==> src/rtl/cv32e40p_if_id_queue.sv <==
// ----------------------------------------------------------------------------
// cv32e40p_if_id_queue
//
// IF->ID decoupling queue. It holds up to DEPTH decompressed instructions,
// together with their PC and decoder flags, between the aligner and the ID
// stage. This replaces the single-entry IF/ID pipeline register.
//
// Behaviour summary:
//   - The head entry is read from registered storage. There is no bypass, so a
//     push into an empty queue becomes visible at the head one cycle later.
//   - A full queue still accepts a push in a cycle where it also pops.
//   - flush_i empties the queue in one cycle. It drops any same-cycle push and
//     ignores any same-cycle pop. Storage contents are left untouched.
//   - When PARITY_EN is set, each entry stores even parity over its fields.
//     A mismatch at the valid head raises parity_err_o, and err_sticky_o then
//     latches the error until reset. The entry is still delivered; the ID
//     stage decides what to do with it.
//
// Ports:
//   clk, rst_n            clock, asynchronous active-low reset
//   flush_i               drop all entries (pc_set | clear_instr_valid)
//   fetch_valid_i         aligner presents an instruction
//   fetch_ready_o         queue accepts a push this cycle
//   instr_i, pc_i         decompressed instruction and its PC
//   is_compressed_i       compressed flag
//   illegal_c_i           illegal compressed flag
//   id_ready_i            ID stage can take the head entry
//   halt_if_i             freeze popping
//   instr_valid_id_o      head entry valid
//   instr_rdata_id_o      head instruction
//   pc_id_o               head PC
//   is_compressed_id_o    head compressed flag
//   illegal_c_insn_id_o   head illegal flag
//   occupancy_o           number of entries held (0..DEPTH)
//   parity_err_o          head parity mismatch (valid-qualified)
//   err_sticky_o          sticky parity error, cleared only by reset
// ----------------------------------------------------------------------------
module cv32e40p_if_id_queue #(
    parameter int unsigned DEPTH     = 2,     // power of two, >= 2
    parameter bit          PARITY_EN = 1'b1,
    localparam int unsigned AW       = $clog2(DEPTH)
) (
    input  logic          clk,
    input  logic          rst_n,
    input  logic          flush_i,
    input  logic          fetch_valid_i,
    output logic          fetch_ready_o,
    input  logic [31:0]   instr_i,
    input  logic [31:0]   pc_i,
    input  logic          is_compressed_i,
    input  logic          illegal_c_i,
    input  logic          id_ready_i,
    input  logic          halt_if_i,
    output logic          instr_valid_id_o,
    output logic [31:0]   instr_rdata_id_o,
    output logic [31:0]   pc_id_o,
    output logic          is_compressed_id_o,
    output logic          illegal_c_insn_id_o,
    output logic [AW:0]   occupancy_o,
    output logic          parity_err_o,
    output logic          err_sticky_o
);

    localparam logic [AW:0] LP_FULL = (AW+1)'(DEPTH);

    // Entry storage, one packed vector per field
    logic [DEPTH-1:0][31:0] r_instr_mem;
    logic [DEPTH-1:0][31:0] r_pc_mem;
    logic [DEPTH-1:0]       r_c_mem;
    logic [DEPTH-1:0]       r_ill_mem;

    logic [AW-1:0] r_wr_ptr;
    logic [AW-1:0] r_rd_ptr;
    logic [AW:0]   r_count;

    logic w_full;
    logic w_push;
    logic w_pop;
    logic w_parity_err;
    logic w_err_sticky;

    assign w_full           = (r_count == LP_FULL);
    assign instr_valid_id_o = (r_count != '0);
    assign w_pop            = instr_valid_id_o & id_ready_i & ~halt_if_i;
    // A same-cycle pop frees a slot, so a full queue can still accept a push.
    assign fetch_ready_o    = ~flush_i & (~w_full | w_pop);
    assign w_push           = fetch_valid_i & fetch_ready_o;

    // Pointers and count. Pointers are AW bits wide, so they wrap at DEPTH
    // without any extra logic.
    // NOTE: sequential state uses non-blocking assignments only, so every
    //       flop samples its inputs from before the edge.
    always_ff @(posedge clk or negedge rst_n) begin
        if (!rst_n) begin
            r_wr_ptr <= '0;
            r_rd_ptr <= '0;
            r_count  <= '0;
        end else if (flush_i) begin
            r_wr_ptr <= '0;
            r_rd_ptr <= '0;
            r_count  <= '0;
        end else begin
            if (w_push) r_wr_ptr <= r_wr_ptr + 1'b1;
            if (w_pop)  r_rd_ptr <= r_rd_ptr + 1'b1;
            case ({w_push, w_pop})
                2'b10:   r_count <= r_count + 1'b1;
                2'b01:   r_count <= r_count - 1'b1;
                default: r_count <= r_count;
            endcase
        end
    end

    // Storage write. flush_i already blocks w_push through fetch_ready_o.
    // NOTE: the storage is deliberately cleared on reset so the head fields
    //       read as zero out of reset. This costs a reset net on every
    //       storage flop.
    always_ff @(posedge clk or negedge rst_n) begin
        if (!rst_n) begin
            r_instr_mem <= '0;
            r_pc_mem    <= '0;
            r_c_mem     <= '0;
            r_ill_mem   <= '0;
        end else if (w_push) begin
            r_instr_mem[r_wr_ptr] <= instr_i;
            r_pc_mem[r_wr_ptr]    <= pc_i;
            r_c_mem[r_wr_ptr]     <= is_compressed_i;
            r_ill_mem[r_wr_ptr]   <= illegal_c_i;
        end
    end

    assign instr_rdata_id_o    = r_instr_mem[r_rd_ptr];
    assign pc_id_o             = r_pc_mem[r_rd_ptr];
    assign is_compressed_id_o  = r_c_mem[r_rd_ptr];
    assign illegal_c_insn_id_o = r_ill_mem[r_rd_ptr];
    assign occupancy_o         = r_count;

    generate
        if (PARITY_EN) begin : g_parity
            logic [DEPTH-1:0] r_par_mem;
            logic             r_err_sticky;

            always_ff @(posedge clk or negedge rst_n) begin
                if (!rst_n) begin
                    r_par_mem <= '0;
                end else if (w_push) begin
                    r_par_mem[r_wr_ptr] <= ^{instr_i, pc_i, is_compressed_i, illegal_c_i};
                end
            end

            // The parity is recomputed over the head fields as they sit in
            // storage, so any corruption after the write shows up here.
            assign w_parity_err = instr_valid_id_o &
                                  (r_par_mem[r_rd_ptr] !=
                                   ^{instr_rdata_id_o, pc_id_o,
                                     is_compressed_id_o, illegal_c_insn_id_o});

            // Sticky on purpose: a flush does not clear it, only reset does.
            always_ff @(posedge clk or negedge rst_n) begin
                if (!rst_n) begin
                    r_err_sticky <= 1'b0;
                end else if (w_parity_err) begin
                    r_err_sticky <= 1'b1;
                end
            end

            assign w_err_sticky = r_err_sticky;
        end else begin : g_no_parity
            assign w_parity_err = 1'b0;
            assign w_err_sticky = 1'b0;
        end
    endgenerate

    assign parity_err_o = w_parity_err;
    assign err_sticky_o = w_err_sticky;

endmodule

==> config.mk <==
export PLATFORM = sky130hd
export DESIGN_NAME = cv32e40p_if_id_queue
export DESIGN_NICKNAME = d
export VERILOG_FILES = /design/src/rtl/cv32e40p_if_id_queue.sv
export SDC_FILE = /design/constraint.sdc
export NUM_CORES = 1
export LEC_CHECK = 0
export BUFFER_PORTS_ARGS = -buffer_cell sky130_fd_sc_hd__buf_2
export CORE_UTILIZATION = 43
export CTS_BUF_LIST = sky130_fd_sc_hd__clkbuf_8
export CTS_CLUSTER_DIAMETER = 50
export CTS_CLUSTER_SIZE = 20
export DETAILED_ROUTE_END_ITERATION = 16
export GPL_TIMING_DRIVEN = 0
export SLEW_MARGIN = 25
export SYNTH_ARGS = -nofsm -noshare
export SYNTH_HDL_FRONTEND = slang
export SYNTH_SLANG_ARGS = --single-unit
==> constraint.sdc <==
create_clock -name clk -period 2.24 [get_ports clk]
set_clock_uncertainty 0.05 [all_clocks]
set_input_delay 0.112 -clock clk [delete_from_list [all_inputs] [get_ports clk]]
set_output_delay 0.112 -clock clk [all_outputs]
set_load 0.01 [all_outputs]
### Yosys cells after proc, flatten, opt, wreduce, memory -nomap -nowiden

Index checks and enable logic that the tools add are counted.

* word-level logic and storage cells: 63
* input port bits: 72
* output and inout port bits: 72
* register bits after elaboration: 139

* reduce and logical (&&, ||, !) cells: 7
* equal/unequal tests: 4
* mux-type cells: 25
* bitwise logic cells: 9
* order comparisons: 3
* add/subtract/negate cells: 4

Operators with widths (count)
* $mux W32: 5
* $reduce_xor A66 Y1: 2
* $bwmux W64: 2
* $demux W32 S1: 1
* $mux W1: 11
* $bwmux W2: 3
* $reduce_bool A2 Y1: 3
* $and A1 B1 Y1: 5
* $eq A2 B2 Y1 const B: 2
* $lt A1 B2 Y1 const B: 2
* $pmux W2 S2: 1
* $not A1 Y1: 3
* $reduce_bool A3 Y1: 1
* $add A1 B1 Y1 const B: 2
* $add A2 B1 Y2 const B: 1
* $eq A2 B1 Y1 const B: 1
* $mux W2: 1
* $sub A2 B1 Y2 const B: 1
* $demux W1 S1: 1
* $ge A1 B1 Y1 const B: 1
* $logic_and A1 B1 Y1: 1
* $ne A1 B1 Y1: 1
* $or A1 B1 Y1: 1

### Logic depth before layout (Yosys ltp)

* depth after elaboration: 9
* mapped depth: 9
* mapped depth without buffers: 8

### Worst setup path after synthesis

Ideal clock, no wire load.

* path type: flip-flop to output port
* start point: reg r_rd_ptr
* end point: out parity_err_o
* path buffers: 2
* data arrival time: 1.948 ns
* slack: 0.130 ns
* stages on the path, launching flop included: 8
* cell sequence: dfrtp_1 buf_6 buf_6 mux2_2 xnor2_1 xnor2_1 xnor3_1 nor2_1

* longest elaborated chain between the ends: 5
* elaborated cells between the ends (all ways): 13
* those cells by class: eq/ne: 1; mux: 10; bitwise: 1; reduce/logical: 1

Ends and longest elaborated chain
* start, declared: line 73 `logic [AW-1:0] r_rd_ptr;`
* start signal, assigned: line 104 `if (w_pop) r_rd_ptr <= r_rd_ptr + 1'b1;`
* $mux W32 (not written as such) (2 in a row): line 131 `assign instr_rdata_id_o = r_instr_mem[r_rd_ptr];`
* via instr_rdata_id_o[10]: line 55 `output logic [31:0] instr_rdata_id_o,`
* $reduce_xor A66 Y1: line 154 `^{instr_rdata_id_o, pc_id_o,`
* $ne A1 B1 Y1: line 153 `(r_par_mem[r_rd_ptr] !=`
* $and A1 B1 Y1: line 152 `assign w_parity_err = instr_valid_id_o &`
* end, declared: line 60 `output logic parity_err_o,`

The timed path passes the listed nets, and every way through them passes these cells. The select of a mux whose other input is x is not followed.

### Final worst setup path

* start point: reg r_rd_ptr
* end point: out parity_err_o

* longest elaborated chain between the ends: 5
* elaborated cells between the ends (all ways): 13
* those cells by class: eq/ne: 1; mux: 10; bitwise: 1; reduce/logical: 1

Ends and longest elaborated chain
* $mux W1 (not written as such) (tied with other cells) (2 in a row): line 134 `assign illegal_c_insn_id_o = r_ill_mem[r_rd_ptr];`
* $reduce_xor A66 Y1: line 154
* $ne A1 B1 Y1 *: line 153
* $and A1 B1 Y1 *: line 152

Every way passes the cells marked *; elsewhere a longest branch is shown, timed or not. The select of a mux whose other input is x is not followed.

==> results.py <==
metrics = {
    "outcome": {
        "status": "finished, violations left",
        "failed_checks": "negative setup slack",
    },
    "die": {
        "core_mm2": 0.0175,
        "rows": 48,
        "pin_count": 144,
        "fp.dieArea_mm2": 0.0186,
        "start_util_pct": 44.5,
        "die_w_um": 137,
        "fp.dieH_um": 137,
    },
    "drt": {
        "dr.pass1.iters": 6,
        "avgRoutedWirePerCell_um": 18.5,
        "viasPerCell": 4.96,
        "drtIter0Drc": 162,
        "drt-total-wl_mm": 19.9,
        "vias": 5341,
        "ant_nets": 0,
        "route.detailed.drc": 0,
    },
    "worst_setup_path": {
        "r2r_slack_ps": -80,
        "startpoint_type": "register",
        "r2r-end": "err_sticky_o",
        "end_kind": "output port",
        "rr_startpoint": "r_rd_ptr",
        "worstPathArrival_ps": 2790,
        "critPathKind": "reg -> out",
        "critPathMaxFanout": 11,
        "cp.required_ps": 2080,
        "rr_worst_depth": 9,
    },
    "clock_network": {
        "htree_levels": 4,
        "clockBufferDepth": 2,
        "clock-root-buffer": "clkbuf_8",
        "clk-insertion-delay-late_ps": 460,
        "path_clk_slew_ps": 80,
        "cts_tree": "done",
        "cts_buffers": 17,
        "cts.sinks": 139,
    },
    "sta": {
        "grt_setup_unrepaired": "true",
        "worst_slew_pin_slew_ps": 761,
        "finalCriticalPeriod_ps": 2950,
        "setup_slack_ps": -710,
        "fmax_mhz": 339,
        "finalSetupViolCount": 33,
        "final.setup.tns_ps": -2130,
        "hold_viol": 0,
        "slew_headroom_pct": 49.3,
        "slew_viol_final": 0,
        "fin_crit_sh_pct": 132,
    },
    "synthesis": {
        "syn_avg_cell_area_um2": 13.0,
        "synth-async-reset-ratio_pct": 100,
        "synth_area_leaders": "dfrtp_1 45%, mux2_2 27%, xnor2_1 11%",
        "synth.most_common_cell": "mux2_2",
        "ys_ff_latch": 139,
        "synthTopCellsByCount": "188 x mux2_2, 139 x dfrtp_1, 101 x xnor2_1, 61 x xor2_1, 24 x mux2i_1",
        "syn_nets": 670,
        "synth_top_area_share_pct": 44.7,
        "ys_types": 29,
        "seq_area_frac_synth_pct": 44.7,
        "syn_inst": 598,
        "synthFlopType": "dfrtp_1",
        "synth_warnings": 0,
        "synth_top_area_cell": "dfrtp_1",
        "synth_enable_flop_cells": 0,
        "syn_area_mm2": 0.00778,
    },
    "global_route": {
        "grt_pass1_vias": 5760,
        "grt_remaining_overflow": 0,
        "grt.total_usage_pct": 22.8,
        "grt_max_degree": 74,
        "grt_pass1_wl_mm": 31.3,
        "antenna_found_initial": 0,
    },
    "layout": {
        "n_antenna_cell": 0,
        "final_cell_count_no_fill": 1077,
        "final_layout_size_suffix_gt1_share_pct": 49.4,
        "nNetsFinal": 911,
        "area_growth_pct": 33.0,
        "nFillCells": 1467,
        "fin_area_mm2": 0.0104,
    },
    "pwr": {
        "pwr_density_cell_mw_per_mm2": 1120,
        "finalPower_mw": 11.6,
        "ir_drop_v": 0.000754,
        "leakage_nw": 4.45,
    },
    "placed_design": {
        "place.gp.congestion": 0.769,
        "dp_hpwl_mm": 14.1,
        "dp_cells": 966,
        "placedInstanceArea_mm2": 0.00881,
        "numPortBuffers": 142,
    },
    "min_path": {
        "min_path_type": "in -> async",
    },
    "run": {
        "drv_cap": 0,
    },
}
[cell families (layout without fill, tap and decap cells)]
group | count (synthesis) | count (layout) | synth area share, %
DFF | 139 | 139 | 44.7
AOI/OAI and AO/OA | 21 | 21 | 1.56
and+or+nand+nor | 22 | 22 | 1.29
muxes | 222 | 222 | 31.7
buffers and inverters | 30 | 284 | 2.03
xor gates and xnor gates | 164 | 164 | 18.7
[worst max-delay path by stage]
stage               slack [ps]     start  depth (start not counted)                   end
detailed placement        -620  r_rd_ptr                          6  instr_rdata_id_o[28]
global placement          -940     rst_n                          1       r_instr_mem[19]
finish                    -710  r_rd_ptr                         10          parity_err_o
floorplan                  130  r_rd_ptr                          7          parity_err_o
CTS                       -750  r_rd_ptr                         11          parity_err_o
global route              -840  r_rd_ptr                         11          parity_err_o
[report_power, final]
group          total [mW]  switching (mW)  leakage, nW  internal (mW)
logic                5.66            2.54         2.60           3.12
clock network        2.12            1.02        0.198           1.10
registers            3.85           0.638         1.65           3.21
[worst max-delay path, cell delays in order (launching register included)]
cell	delay [ps]
dfrtp_2	450
buf_4	150
buf_12	150
buf_12	150
a21oi_1	260
xnor2_1	130
xnor2_1	240
xnor2_2	150
xnor3_2	390
nor2_1	110
buf_2	140
[stage by stage]
stage | worst slack (ps) | utilization [%] | hold WS [ps]
6_report | -710 | 59.3 | 153
4_1_cts | -753 | 59.0 | 150
3_3_place_gp | -939 | 50.2 | 289
5_1_grt | -838 | 59.3 | 172
2_1_floorplan | 130 | - | -234
3_5_place_dp | -616 | 50.4 | 50.4
[metal layers]
metal | part of all wire [%] | GRT usage (%) | vias up | wire, um
li1 | - | - | 2547 | -
met1 | 45 | 29.1 | 2661 | 8900
met2 | 50 | 38.8 | 113 | 9970
met3 | 4.1 | 4.59 | 20 | 813
met4 | 1.2 | 6.67 | 0 | 234
met5 | 0 | 0 | - | 0
[registers in the layout, summed over array words and instances, names as in the netlist]
name                count
r_instr_mem            64
err_sticky_o            1
r_wr_ptr                1
r_pc_mem               64
r_rd_ptr                1
r_ill_mem               2
g_parity.r_par_mem      2
r_c_mem                 2
occupancy_o             2
[cells in the final DEF, fill, tap and decap left out, drive strengths merged]
cell         count
mux2           198
buf            175
dfrtp          139
xnor2          102
dlygate4sd3     69
xor2            61
mux2i           24
clkbuf          23
nor2            14
a21oi           12
clkinv           7
o21ai            4
clkinvlp         4
bufinv           3
inv              3
nand2            2
a211oi           2
nand2b           1
a31oi            1
xnor3            1
nand3            1
nor2b            1
nand3b           1
or3              1
and4             1
a2111oi          1
o21bai           1
[cell type report]
type / count / area [um^2] / share of cell area [%]
plain buffers: 28 / 323 / 3.12
clock buffers: 17 / 234 / 2.26
clock inverters: 15 / 175 / 1.69
inverters: 2 / 7.51 / 0.0725
multi-input cells: 429 / 4290 / 41.4
flip-flops and latches: 139 / 3480 / 33.6
well taps: 225 / 282 / 2.72
repair buffers: 222 / 1570 / 15.1
[repair_timing]
item | in CTS | in global routing
resized for setup | 67 | 11
pin swaps | 10 | 1
gates cloned | 1 | 1
endpoints found under the hold margin | 202 | 0
setup buffers | 7 | 1
hold buffers | 69 | 0
endpoints found under the setup margin | 86 | 134
(Power assumes the default switching activity.)
